$ cat config.mk
export PLATFORM = sky130hd
export DESIGN_NAME = aes_core_arbiter
export DESIGN_NICKNAME = d
export VERILOG_FILES = /design/src/rtl/aes_arb_pkg.sv /design/src/rtl/aes_rr_arbiter.sv /design/src/rtl/aes_core_arbiter.sv
export SDC_FILE = /design/constraint.sdc
export NUM_CORES = 1
export LEC_CHECK = 0
export ABC_AREA = 1
export ABC_CLOCK_PERIOD_IN_PS = 1900
export BUFFER_PORTS_ARGS = -buffer_cell sky130_fd_sc_hd__buf_4
export CORE_AREA = 2 2 560 562
export CTS_CLUSTER_SIZE = 40
export DETAILED_ROUTE_END_ITERATION = 10
export DIE_AREA = 0 0 562 564
export RECOVER_POWER = 25
export SYNTH_ARGS = -nofsm -noshare
export SYNTH_HDL_FRONTEND = slang
export SYNTH_SLANG_ARGS = --single-unit
$ cat constraint.sdc
create_clock -name clk -period 1.9 [get_ports clk]
set_clock_uncertainty 0.1 [all_clocks]
set_input_delay 0.285 -clock clk [delete_from_list [all_inputs] [get_ports clk]]
set_output_delay 0.285 -clock clk [all_outputs]
set_load 0.03 [all_outputs]
$ cat src/rtl/aes_arb_pkg.sv
// aes_arb_pkg: shared definitions for the AES core arbiter slice.
//   - AES block / key widths
//   - mode encodings driven to the core's key-size mux
//   - sequencing state enum
//   - mode legality helper
package aes_arb_pkg;

    localparam int unsigned AES_BLOCK_W = 128;
    localparam int unsigned AES_KEY_W   = 256;

    typedef enum logic [1:0] {
        MODE_128     = 2'b00,
        MODE_192     = 2'b01,
        MODE_256     = 2'b10,
        MODE_ILLEGAL = 2'b11
    } aes_mode_e;

    typedef enum logic [1:0] {
        ST_IDLE = 2'd0,
        ST_LOAD = 2'd1,
        ST_RUN  = 2'd2,
        ST_RESP = 2'd3
    } arb_state_e;

    function automatic logic mode_is_legal(input logic [1:0] mode);
        return mode != MODE_ILLEGAL;
    endfunction

endpackage

$ cat src/rtl/aes_rr_arbiter.sv
// aes_rr_arbiter: 2-way round-robin grant.
// Ports:
//   clk, reset_n : clock, asynchronous active-low reset
//   valid        : requests (already masked by the caller to grant windows)
//   update       : load the last-served pointer with 'served'
//   served       : requester index that was just served
//   grant        : one-hot grant, combinational from valid and the pointer
// The pointer holds the last-served requester; its reset value 1 makes
// requester 0 win the first contention.
module aes_rr_arbiter (
    input  logic       clk,
    input  logic       reset_n,
    input  logic [1:0] valid,
    input  logic       update,
    input  logic       served,
    output logic [1:0] grant
);

    logic last_served;

    always_comb begin
        grant = 2'b00;
        if (valid == 2'b11) begin
            grant = last_served ? 2'b01 : 2'b10;
        end else begin
            grant = valid;
        end
    end

    always_ff @(posedge clk or negedge reset_n) begin
        if (!reset_n) begin
            last_served <= 1'b1;
        end else if (update) begin
            last_served <= served;
        end
    end

endmodule

$ cat src/rtl/aes_core_arbiter.sv
// aes_core_arbiter: shares one AES encryption core between two requesters.
// Jobs are accepted round-robin in IDLE, the core is reset for one cycle with
// the job operands applied (LOAD), the finish flag is awaited (RUN), and the
// result is handed back to the owner (RESP).
// Ports:
//   clk, reset_n                  : clock, asynchronous active-low reset
//   req_valid/req_ready           : per-requester job handshake (ready is a 1-cycle one-hot pulse)
//   req_block/req_key/req_mode    : per-requester plaintext, key, key-size mode (11 = illegal)
//   rsp_valid/rsp_ready           : per-requester result handshake
//   rsp_data/rsp_err              : shared result and error flag
//   core_rst/core_key/core_mux/core_in : drive the core (reset active high)
//   core_out/core_done            : core result and sticky finish flag
// Optional build macro AES_ARB_WATCHDOG_EN: abort a RUN that lasts
// TIMEOUT_CYCLES cycles without core_done, answering with an error.
module aes_core_arbiter
    import aes_arb_pkg::*;
#(
    parameter int unsigned TIMEOUT_CYCLES = 127
) (
    input  logic                        clk,
    input  logic                        reset_n,
    input  logic [1:0]                  req_valid,
    output logic [1:0]                  req_ready,
    input  logic [1:0][AES_BLOCK_W-1:0] req_block,
    input  logic [1:0][AES_KEY_W-1:0]   req_key,
    input  logic [1:0][1:0]             req_mode,
    output logic [1:0]                  rsp_valid,
    input  logic [1:0]                  rsp_ready,
    output logic [AES_BLOCK_W-1:0]      rsp_data,
    output logic                        rsp_err,
    output logic                        core_rst,
    output logic [AES_KEY_W-1:0]        core_key,
    output logic [1:0]                  core_mux,
    output logic [AES_BLOCK_W-1:0]      core_in,
    input  logic [AES_BLOCK_W-1:0]      core_out,
    input  logic                        core_done
);

    // The watchdog counter is 8 bits wide.
    if (TIMEOUT_CYCLES < 2 || TIMEOUT_CYCLES > 256) begin : g_bad_timeout
        $error("TIMEOUT_CYCLES must be in 2..256");
    end

    arb_state_e state;
    logic       owner;
    logic       run_first;
    logic [1:0] arb_valid;
    logic [1:0] grant;
    logic       sel;
    logic       rsp_fire;

`ifdef AES_ARB_WATCHDOG_EN
    localparam logic [7:0] WD_LAST = 8'(TIMEOUT_CYCLES - 1);
    logic [7:0] wd_cnt;
`endif

    // Grants are only offered in IDLE, so accept and operand capture happen
    // in the same cycle that req_ready is shown.
    assign arb_valid = (state == ST_IDLE) ? req_valid : 2'b00;
    assign sel       = grant[1];
    assign req_ready = grant;
    assign rsp_fire  = (state == ST_RESP) && rsp_ready[owner];

    aes_rr_arbiter u_rr (
        .clk     (clk),
        .reset_n (reset_n),
        .valid   (arb_valid),
        .update  (rsp_fire),
        .served  (owner),
        .grant   (grant)
    );

    always_ff @(posedge clk or negedge reset_n) begin
        if (!reset_n) begin
            state     <= ST_IDLE;
            owner     <= 1'b0;
            run_first <= 1'b0;
            rsp_valid <= 2'b00;
            rsp_err   <= 1'b0;
            rsp_data  <= '0;
            core_rst  <= 1'b1;
            core_key  <= '0;
            core_mux  <= '0;
            core_in   <= '0;
`ifdef AES_ARB_WATCHDOG_EN
            wd_cnt    <= '0;
`endif
        end else begin
            case (state)
                ST_IDLE: begin
                    core_rst <= 1'b0;
                    if (grant != 2'b00) begin
                        owner <= sel;
                        if (!mode_is_legal(req_mode[sel])) begin
                            // Illegal mode: answer immediately, core operands untouched.
                            rsp_err   <= 1'b1;
                            rsp_data  <= '0;
                            rsp_valid <= grant;
                            state     <= ST_RESP;
                        end else begin
                            core_key <= req_key[sel];
                            core_mux <= req_mode[sel];
                            core_in  <= req_block[sel];
                            core_rst <= 1'b1;
                            state    <= ST_LOAD;
                        end
                    end
                end
                ST_LOAD: begin
                    core_rst  <= 1'b0;
                    run_first <= 1'b1;
`ifdef AES_ARB_WATCHDOG_EN
                    wd_cnt    <= '0;
`endif
                    state     <= ST_RUN;
                end
                ST_RUN: begin
                    run_first <= 1'b0;
                    // The finish flag may still be stale from the previous job
                    // during the first RUN cycle.
                    if (!run_first && core_done) begin
                        rsp_data  <= core_out;
                        rsp_err   <= 1'b0;
                        rsp_valid <= owner ? 2'b10 : 2'b01;
                        state     <= ST_RESP;
                    end
`ifdef AES_ARB_WATCHDOG_EN
                    else if (wd_cnt == WD_LAST) begin
                        rsp_data  <= '0;
                        rsp_err   <= 1'b1;
                        rsp_valid <= owner ? 2'b10 : 2'b01;
                        core_rst  <= 1'b1;
                        state     <= ST_RESP;
                    end else begin
                        wd_cnt <= wd_cnt + 8'd1;
                    end
`endif
                end
                ST_RESP: begin
                    core_rst <= 1'b0;
                    if (rsp_ready[owner]) begin
                        rsp_valid <= 2'b00;
                        state     <= ST_IDLE;
                    end
                end
                default: state <= ST_IDLE;
            endcase
        end
    end

endmodule
==> results of run 1 <==
## repair_timing
item | CTS | global route
resized for setup | 69 | 793
pin swaps | 0 | 135
hold buffers | 901 | 6
setup endpoints to repair | 530 | 531
hold endpoints to repair | 984 | 3
buffers inserted | 25 | 21
cloned | 23 | 52
## area by class of cell
cell class,count,share of cell area
sequential,523,0.221
antenna,125,0.00529
timing repair buffer,2683,0.423
clock inverter,27,0.00607
clock buffer,100,0.0360
inverter,17,0.00188
timing repair inverter,2,0.00102
tap,4140,0.0876
multi-input combinational,2750,0.217
## power groups by stage
stage               Combinational [W]  Clock (W)  Sequential [W]
floorplan                      0.0129          0          0.0282
global placement               0.0438          0          0.0196
detailed placement             0.0440          0          0.0196
CTS                            0.0490     0.0153          0.0196
global route                   0.0589     0.0156          0.0211
finish                         0.0558     0.0148          0.0207
## logic make-up after synthesis
logic type      Yosys count  synth area share
simple gates           2730             0.423
fa+ha+maj                 6           0.00299
compound gates           14           0.00299
buf+inv                 243            0.0485
flops                   523             0.522
## sequential cells by signal, indices dropped and copies added (netlist names)
register / cells
core_key: 256
core_mux: 2
run_first: 1
u_rr.last_served: 1
rsp_valid: 2
core_in: 128
state: 2
rsp_err: 1
core_rst: 1
rsp_data: 128
owner: 1
## path summary, 6_finish.rpt
check / from / endpoint / slack [ns]
max: state[0] / req_ready[1] / -0.64
min reg2reg: rsp_data[2] / rsp_data[2] / 0.37
min: req_valid[0] / core_mux[1] / 0.11
min in group asynchronous: reset_n / core_in[50] / 0.73
max in group asynchronous: reset_n / core_key[183] / -0.17
max reg2reg: state[0] / core_in[70] / -0.63
## placed cells by master, fill, tap and decap left out, types with 6 or more instances in the layout
cell	n
nand4_1	131
diode_2	125
buf_8	33
nand3_1	7
bufinv_16	6
clkbuf_1	13
buf_4	1546
clkinv_2	11
clkbuf_8	18
buf_12	65
nand2_4	152
inv_1	10
dfrtp_1	521
buf_6	46
nand2_2	359
clkbuf_16	112
buf_16	37
dlygate4sd3_1	907
nand2_1	2073
## through the flow
step	setup TNS, ns	std cells	cell area, um^2	setup WS, ns
floorplan	0	3516	25100	0.00408
global placement	-116.21	9095	42500	-0.439
detailed placement	-109.61	9095	42500	-0.429
CTS	-189.42	10170	55100	-0.755
global route	-361.63	10289	58900	-0.771
finish	-284.30	10367	59100	-0.641
## tightest hold or removal path, cell delays in order
cell and delay (ns):
buf_4 0.09, nand2_2 0.07, nand3_1 0.16, buf_4 0.13
nand3_1 0.09, o21ai_2 0.07, inv_1 0.04
## metal layers
layer | part of all wire | up-vias
li1 | - | 16030
met1 | 0.41 | 17186
met2 | 0.41 | 2383
met3 | 0.13 | 780
met4 | 0.051 | 178
met5 | 0.0045 | -
==> impl_metrics.toml, run 1 <==
[logic_synthesis]
synth_edf_count = 0
synth_most_common_cell = "nand2_1"
synth.area.top_cells = "dfrtp_1 52%, nand2_1 39%, nand4_1 3.3%"
yosys.area.top_type = "dfrtp_1"
synth.distinct_cells = 25
ys_async_sr_fraction = 1.00
netlist_area_mm2 = 0.0251
seq_area_frac_synth = 0.522
ys.flop_type = "dfrtp_1"
syn_nets = 4429
synth_common_cells = "2581 x nand2_1, 521 x dfrtp_1, 131 x nand4_1"
netlist_instances = 3516
yosysWarnings = 0
synth_top_area_share = 0.520
ys_ff_latch = 523
synth.avg_cell_area_um2 = 7.13

[routing]
dr.pass1.iters = 6
drt-total-wl_um = 256000
drc = 0
ant_nets = 0
dr_total_vias = 36557
wl_per_cell_um = 24.7
drtIter0Drc = 3095
viasPerCell = 3.53

[grt]
met1_usage = 0.181
met2_usage = 0.213
grt_pass1_wl_um = 313000
grt_pass1_vias = 34764
use_met3 = 0.0763
overflow = 0
grt_max_degree = 62
antenna_found_initial = 244
track_usage = 0.147
top_usage_layer = "met2"

[timing]
tightest_slew_ns = 0.997
hold_ws_ns = 0.105
fmax_mhz = 394
drv_slew = 0
finalSetupViolCount = 750
rsz0062_at_grt = "yes"
setup_ws_ns = -0.641
hold_viol = 0
fin_crit_sh = 1.34
post-route-min-period_ns = 2.54
slew_headroom = 0.335

[status]
violations = "setup timing"
status = "finished with violations"

[setup_path]
cp_max_fo = 2
worst_path_max_delay_cell = "dfrtp_1"
critPathKind = "reg -> out"
crit_family = "buffers and inverters"
worstRegToRegCells = 19
worstPathRequired_ns = 1.51
cpPeakStageDelay_ns = 0.39
cp_num_cells = 10
cp.arrival_ns = 2.16
cp-end-kind = "primary output"
critPathLaunchType = "register"
path_cells = "inv_2 -> ha_4 -> nand2_2 -> inv_2 -> nand2_4 -> buf_12 -> inv_16 -> buf_16 -> buf_12 -> buf_8"
cp_num_buf_inv = 7

[clock_network]
cts_tree = "done"
root_buffer = "clkbuf_16"
clk_pin_slew_ns = 0.06
clock_latency_ns = 0.78
numCtsBuffers = 73
cts.sinks = 523
h-tree-depth = 3
cts_buffer_depth = 4

[power]
power_w = 0.0914
p_seq_frac = 0.227
leakage_nw = 29.8
switching_power_w = 0.0452
clkPwrFrac = 0.162
swShare = 0.495
combinationalPowerShare = 0.611
irDropWorstVdd_uv = 994
internal_power_w = 0.0462
powerDensity_mw_per_mm2 = 1550

[finish]
finalNetCount = 6963
postLayoutCoreUtil = 0.190
syn2layout_area_growth_pct = 136
multi_input_area_mm2 = 0.0129
regArea_mm2 = 0.0131
n_fill_cell = 34222
drive_gt1_frac = 0.397

[die]
initial_core_util = 0.0806
coreArea_mm2 = 0.311
placementRows = 205
die_height_um = 564
die_w_um = 562
ioPinCount = 1427
dieArea_mm2 = 0.317

[worst_hold_path]
hp-class = "in -> reg"
min_path_cells = 7

[run]
maxCapViolCount = 0

[place]
hpwl_um = 198000
globalplace.congestion = 0.939
port_buffers = 1426
No activity file was read; power rests on OpenSTA's default activity.
==> inputs of run 2 (changes only) <==
--- a/config.mk
+++ b/config.mk
@@ -12,6 +12,7 @@
 export CTS_CLUSTER_SIZE = 40
 export DETAILED_ROUTE_END_ITERATION = 10
 export DIE_AREA = 0 0 562 564
+export PLACE_DENSITY_LB_ADDON = 0.15
 export RECOVER_POWER = 25
 export SYNTH_ARGS = -nofsm -noshare
 export SYNTH_HDL_FRONTEND = slang
==> impl_metrics.toml, run 2 (same netlist as run 1, synthesis figures left out) <==
[status]
status = "finished with violations"
violations = "hold timing, setup timing"

[setup_path]
crit_path_end = "req_ready[1]"
cp_num_cells = 9
cpPeakStageDelay_ns = 0.39
r2r_start = "state[1]"
r2r-end = "core_in[79]"
cp_num_buf_inv = 6
worst_path_max_delay_cell = "dfrtp_1"
cp.arrival_ns = 2.09
worstRegToRegCells = 17
path_cells = "inv_2 -> ha_4 -> nand2_4 -> inv_4 -> nand2_4 -> buf_8 -> inv_16 -> buf_16 -> buf_8"
cp-end-kind = "primary output"
crit_family = "buffers and inverters"
critPathKind = "reg -> out"
critPathLaunchType = "register"
cp_max_fo = 5
worstPathRequired_ns = 1.51
startpoint = "state[1]"
r2r_slack_ns = -0.55

[power]
p_seq_frac = 0.214
clkPwrFrac = 0.176
internal_power_w = 0.0482
switching_power_w = 0.0434
irDropWorstVdd_uv = 690
combinationalPowerShare = 0.610
leakage_nw = 31.1
swShare = 0.474
powerDensity_mw_per_mm2 = 1510
power_w = 0.0916

[clock_network]
numCtsBuffers = 82
cts_buffer_depth = 4
clock_latency_ns = 0.79
cts.sinks = 523
root_buffer = "clkbuf_16"
h-tree-depth = 3
cts_tree = "done"
clk_pin_slew_ns = 0.05

[timing]
post-route-min-period_ns = 2.48
hold_viol = 2
setup_ws_ns = -0.577
hold_ws_ns = -0.0296
tightest_slew_ns = 1.03
rsz0062_at_grt = "yes"
fmax_mhz = 404
setup_tns_ns = -215.64
fin_crit_sh = 1.30
finalSetupViolCount = 530
drv_slew = 0
slew_headroom = 0.313

[grt]
grt_pass1_wl_um = 300000
grt_pass1_vias = 35392
antenna_found_initial = 85
overflow = 0
track_usage = 0.136
grt_max_degree = 63

[routing]
dr_total_vias = 33969
drtIter0Drc = 1654
viasPerCell = 3.27
wl_per_cell_um = 22.5
drc = 0
ant_nets = 0
drt-total-wl_um = 234000
dr.pass1.iters = 5

[finish]
drive_gt1_frac = 0.396
regArea_mm2 = 0.0131
layout_commonest_cell = "nand2_1"
reg_top3 = "core_key: 256 flops, core_in: 128 flops, rsp_data: 128 flops"
multi_input_area_mm2 = 0.0130
largest_register_ffs = 256
finalNetCount = 7067
final_cells = 10396
regMostFlops = "core_key"
n_fill_cell = 35171
layout_common_cells = "2133 x nand2_1, 1588 x buf_4, 904 x dlygate4sd3_1"
postLayoutCoreUtil = 0.195
syn2layout_area_growth_pct = 142

[die]
ioPinCount = 1427
initial_core_util = 0.0806
die_height_um = 564
dieArea_mm2 = 0.317
placementRows = 205
coreArea_mm2 = 0.311
die_w_um = 562

[place]
place_inst = 9117
globalplace.congestion = 0.915
place_ws_ns = -0.477
port_buffers = 1426
hpwl_um = 176000

[run]
maxCapViolCount = 0

[worst_hold_path]
hp-class = "in -> reg"
run 2: cell count changes in the layout (fill, tap and decap cells not counted), sizes merged:
cell	before	now
clkbuf	149	176
clkinvlp	0	1
inv	18	19
clkinv	22	14
buf	1727	1818
bufinv	6	8
diode	125	42
bufbuf	0	1
dlygate4sd3	907	904
run 2: timing repair:
item,in CTS,in global routing
hold buffers,904,0
setup buffers,71,49
endpoints found under the hold margin,1037,0
gates cloned,44,50
gates resized for setup,300,637
pin swaps,28,201
endpoints found under the setup margin,540,537
run 2: area by class of cell:
| cell class | count | area share |
|---|---|---|
| clock inverters | 23 | 0.00601 |
| diodes | 42 | 0.00173 |
| repair inverters | 2 | 0.000988 |
| well taps | 4140 | 0.0853 |
| inverters | 17 | 0.00192 |
| repair buffers | 2778 | 0.436 |
| clock buffers | 121 | 0.0391 |
| flip-flops and latches | 523 | 0.215 |
| multi-input cells | 2750 | 0.214 |
run 2: per-stage QoR:
step,cell area (um^2),hold WS [ns]
2_1_floorplan,25100,-0.111
3_3_place_gp,42600,0.0888
3_5_place_dp,42600,0.0901
4_1_cts,57400,0.0374
5_1_grt,60700,0.0148
6_report,60800,-0.0296
run 2: worst min-delay path, cell delays in order:
cell and delay, ns:
buf_4 0.08, nand2_1 0.17, nand2_4 0.14, nand2_2 0.05
nand2_1 0.04
run 2: worst min path at each step:
stage	startpoint	end	depth (start not counted)
detailed placement	reset_n	core_key[226]	1
global placement	reset_n	core_in[56]	1
global route	req_key[19]	core_key[19]	5
finish	req_key[19]	core_key[19]	5
floorplan	reset_n	core_in[0]	0
CTS	core_done	rsp_valid[0]	9
run 2: routing by layer:
layer	up-vias	wire length [um]	track usage
met3	269	18000	0.0425
li1	16132	-	-
met1	16181	100000	0.170
met4	52	7300	0.0410
met2	1335	108000	0.223
met5	-	327	0
run 2: power by group through the flow:
stage               registers (W)  clock network, W  logic, W
detailed placement         0.0195                 0    0.0442
floorplan                  0.0282                 0    0.0129
global placement           0.0196                 0    0.0444
finish                     0.0196            0.0161    0.0559
global route               0.0202            0.0171    0.0598
CTS                        0.0195            0.0168    0.0517
==> inputs of run 3 (changes only) <==
--- a/config.mk
+++ b/config.mk
@@ -13,7 +13,6 @@
 export DETAILED_ROUTE_END_ITERATION = 10
 export DIE_AREA = 0 0 562 564
 export PLACE_DENSITY_LB_ADDON = 0.15
-export RECOVER_POWER = 25
 export SYNTH_ARGS = -nofsm -noshare
 export SYNTH_HDL_FRONTEND = slang
 export SYNTH_SLANG_ARGS = --single-unit
==> impl_metrics.toml, run 3 (same netlist as run 1, synthesis figures left out) <==
[die]
initial_core_util = 0.0806
die_w_um = 562
placementRows = 205
die_height_um = 564
coreArea_mm2 = 0.311
dieArea_mm2 = 0.317
ioPinCount = 1427

[grt]
antenna_found_initial = 85
track_usage = 0.136
grt_max_degree = 63
grt_pass1_vias = 35392
grt_pass1_wl_um = 300000
met1_usage = 0.170
met2_usage = 0.223
overflow = 0
top_usage_layer = "met2"
use_met3 = 0.0425

[place]
detailed_place.area_mm2 = 0.0426
place_ws_ns = -0.477
port_buffers = 1426
hpwl_um = 176000
globalplace.congestion = 0.915

[setup_path]
cp-end-kind = "primary output"
cp_max_fo = 5
critPathLaunchType = "register"
r2r_slack_ns = -0.55
cpPeakStageDelay_ns = 0.39
crit_family = "buffers and inverters"
worstPathRequired_ns = 1.51
worst_path_max_delay_cell = "dfrtp_1"
cp_num_buf_inv = 6
critPathKind = "reg -> out"
cp.arrival_ns = 2.09
path_cells = "inv_2 -> ha_4 -> nand2_4 -> inv_4 -> nand2_4 -> buf_8 -> inv_16 -> buf_16 -> buf_8"

[finish]
layout_commonest_cell = "nand2_1"
finalNetCount = 7067
syn2layout_area_growth_pct = 143
layout_common_cells = "2133 x nand2_1, 1599 x buf_4, 904 x dlygate4sd3_1"
drive_gt1_frac = 0.397
regMostFlops = "core_key"
design_area_mm2 = 0.0608
reg_top3 = "core_key: 256 flops, core_in: 128 flops, rsp_data: 128 flops"
largest_register_ffs = 256

[clock_network]
cts_buffer_depth = 4
cts.sinks = 523
clk_pin_slew_ns = 0.05
clock_latency_ns = 0.79
root_buffer = "clkbuf_16"
h-tree-depth = 3
numCtsBuffers = 82
cts_tree = "done"

[timing]
hold_viol = 2
finalSetupViolCount = 525
fmax_mhz = 404
hold_ws_ns = -0.0295
setup_tns_ns = -215.16
slew_headroom = 0.642
fin_crit_sh = 1.30
tightest_slew_ns = 0.537
rsz0062_at_grt = "yes"
post-route-min-period_ns = 2.48
drv_slew = 0
setup_ws_ns = -0.577

[power]
combinationalPowerShare = 0.610
clkPwrFrac = 0.175
p_seq_frac = 0.214
internal_power_w = 0.0482
swShare = 0.473
irDropWorstVdd_uv = 690
leakage_nw = 31.1
power_w = 0.0916
powerDensity_mw_per_mm2 = 1510
switching_power_w = 0.0434

[routing]
drc = 0
dr.pass1.iters = 6
drtIter0Drc = 1708
dr_total_vias = 33985
ant_nets = 0
viasPerCell = 3.27
wl_per_cell_um = 22.5
drt-total-wl_um = 234000

[status]
violations = "hold timing, setup timing"
status = "finished with violations"

[worst_hold_path]
hp-class = "in -> reg"

[run]
maxCapViolCount = 0
run 3: cell types whose count changed in the layout (fill, tap and decap cells not counted):
cell,before,now
buf_4,1588,1599
clkbuf_1,28,21
clkbuf_2,5,0
buf_12,94,96
clkbuf_4,2,0
buf_8,34,35
run 3: worst register-to-register path: cells and delay by family, from the launching register on:
| family | cells | cell delay, ns |
|---|---|---|
| buf+inv | 10 | 1.29 |
| simple gates | 6 | 0.39 |
| flops | 1 | 0.36 |
| fa+ha+maj | 1 | 0.16 |
run 3: metal layers:
| layer | up-vias | share of wire |
|---|---|---|
| met3 | 270 | 0.077 |
| met1 | 16197 | 0.43 |
| met4 | 52 | 0.031 |
| met5 | - | 0.0014 |
| met2 | 1333 | 0.46 |
| li1 | 16133 | - |
run 3: path summary, 6_finish.rpt:
path	end	cells past startpoint	startpoint
setup / recovery	req_ready[1]	9	state[1]
hold / removal	core_key[19]	5	req_key[19]
setup reg to reg	core_in[79]	17	state[1]
hold reg to reg	rsp_data[22]	2	rsp_data[22]
max in group asynchronous	core_key[226]	3	reset_n
min in group asynchronous	core_key[197]	3	reset_n
run 3: layout make-up:
| type | instances | area (um^2) |
|---|---|---|
| sequential | 523 | 13100 |
| multi-input combinational | 2750 | 13000 |
| antenna | 42 | 105 |
| tap | 4140 | 5180 |
| timing repair buffer | 2778 | 26600 |
| fill | 35164 | 250000 |
| timing repair inverter | 2 | 60.1 |
| inverter | 17 | 116 |
| clock buffer | 121 | 2380 |
| clock inverter | 23 | 365 |
run 3: what timing repair did:
item                                    CTS  global route
hold buffers                            904             0
gates cloned                             44            50
pin swaps                                28           201
buffers inserted                         71            49
setup endpoints to repair               540           537
resized for setup                       300           637
endpoints found under the hold margin  1037             0
run 3: power by group through the flow:
stage	clock network, W	registers, W	logic, W
after floorplan	0	0.0282	0.0129
after global placement	0	0.0196	0.0444
after detailed placement	0	0.0195	0.0442
after CTS	0.0168	0.0195	0.0517
after global routing	0.0171	0.0202	0.0598
final	0.0161	0.0196	0.0559
run 3: through the flow:
stage,util,std cells
global placement,0.137,9117
CTS,0.185,10279
floorplan,-,3516
global route,0.195,10371
finish,0.196,10396
detailed placement,0.137,9117
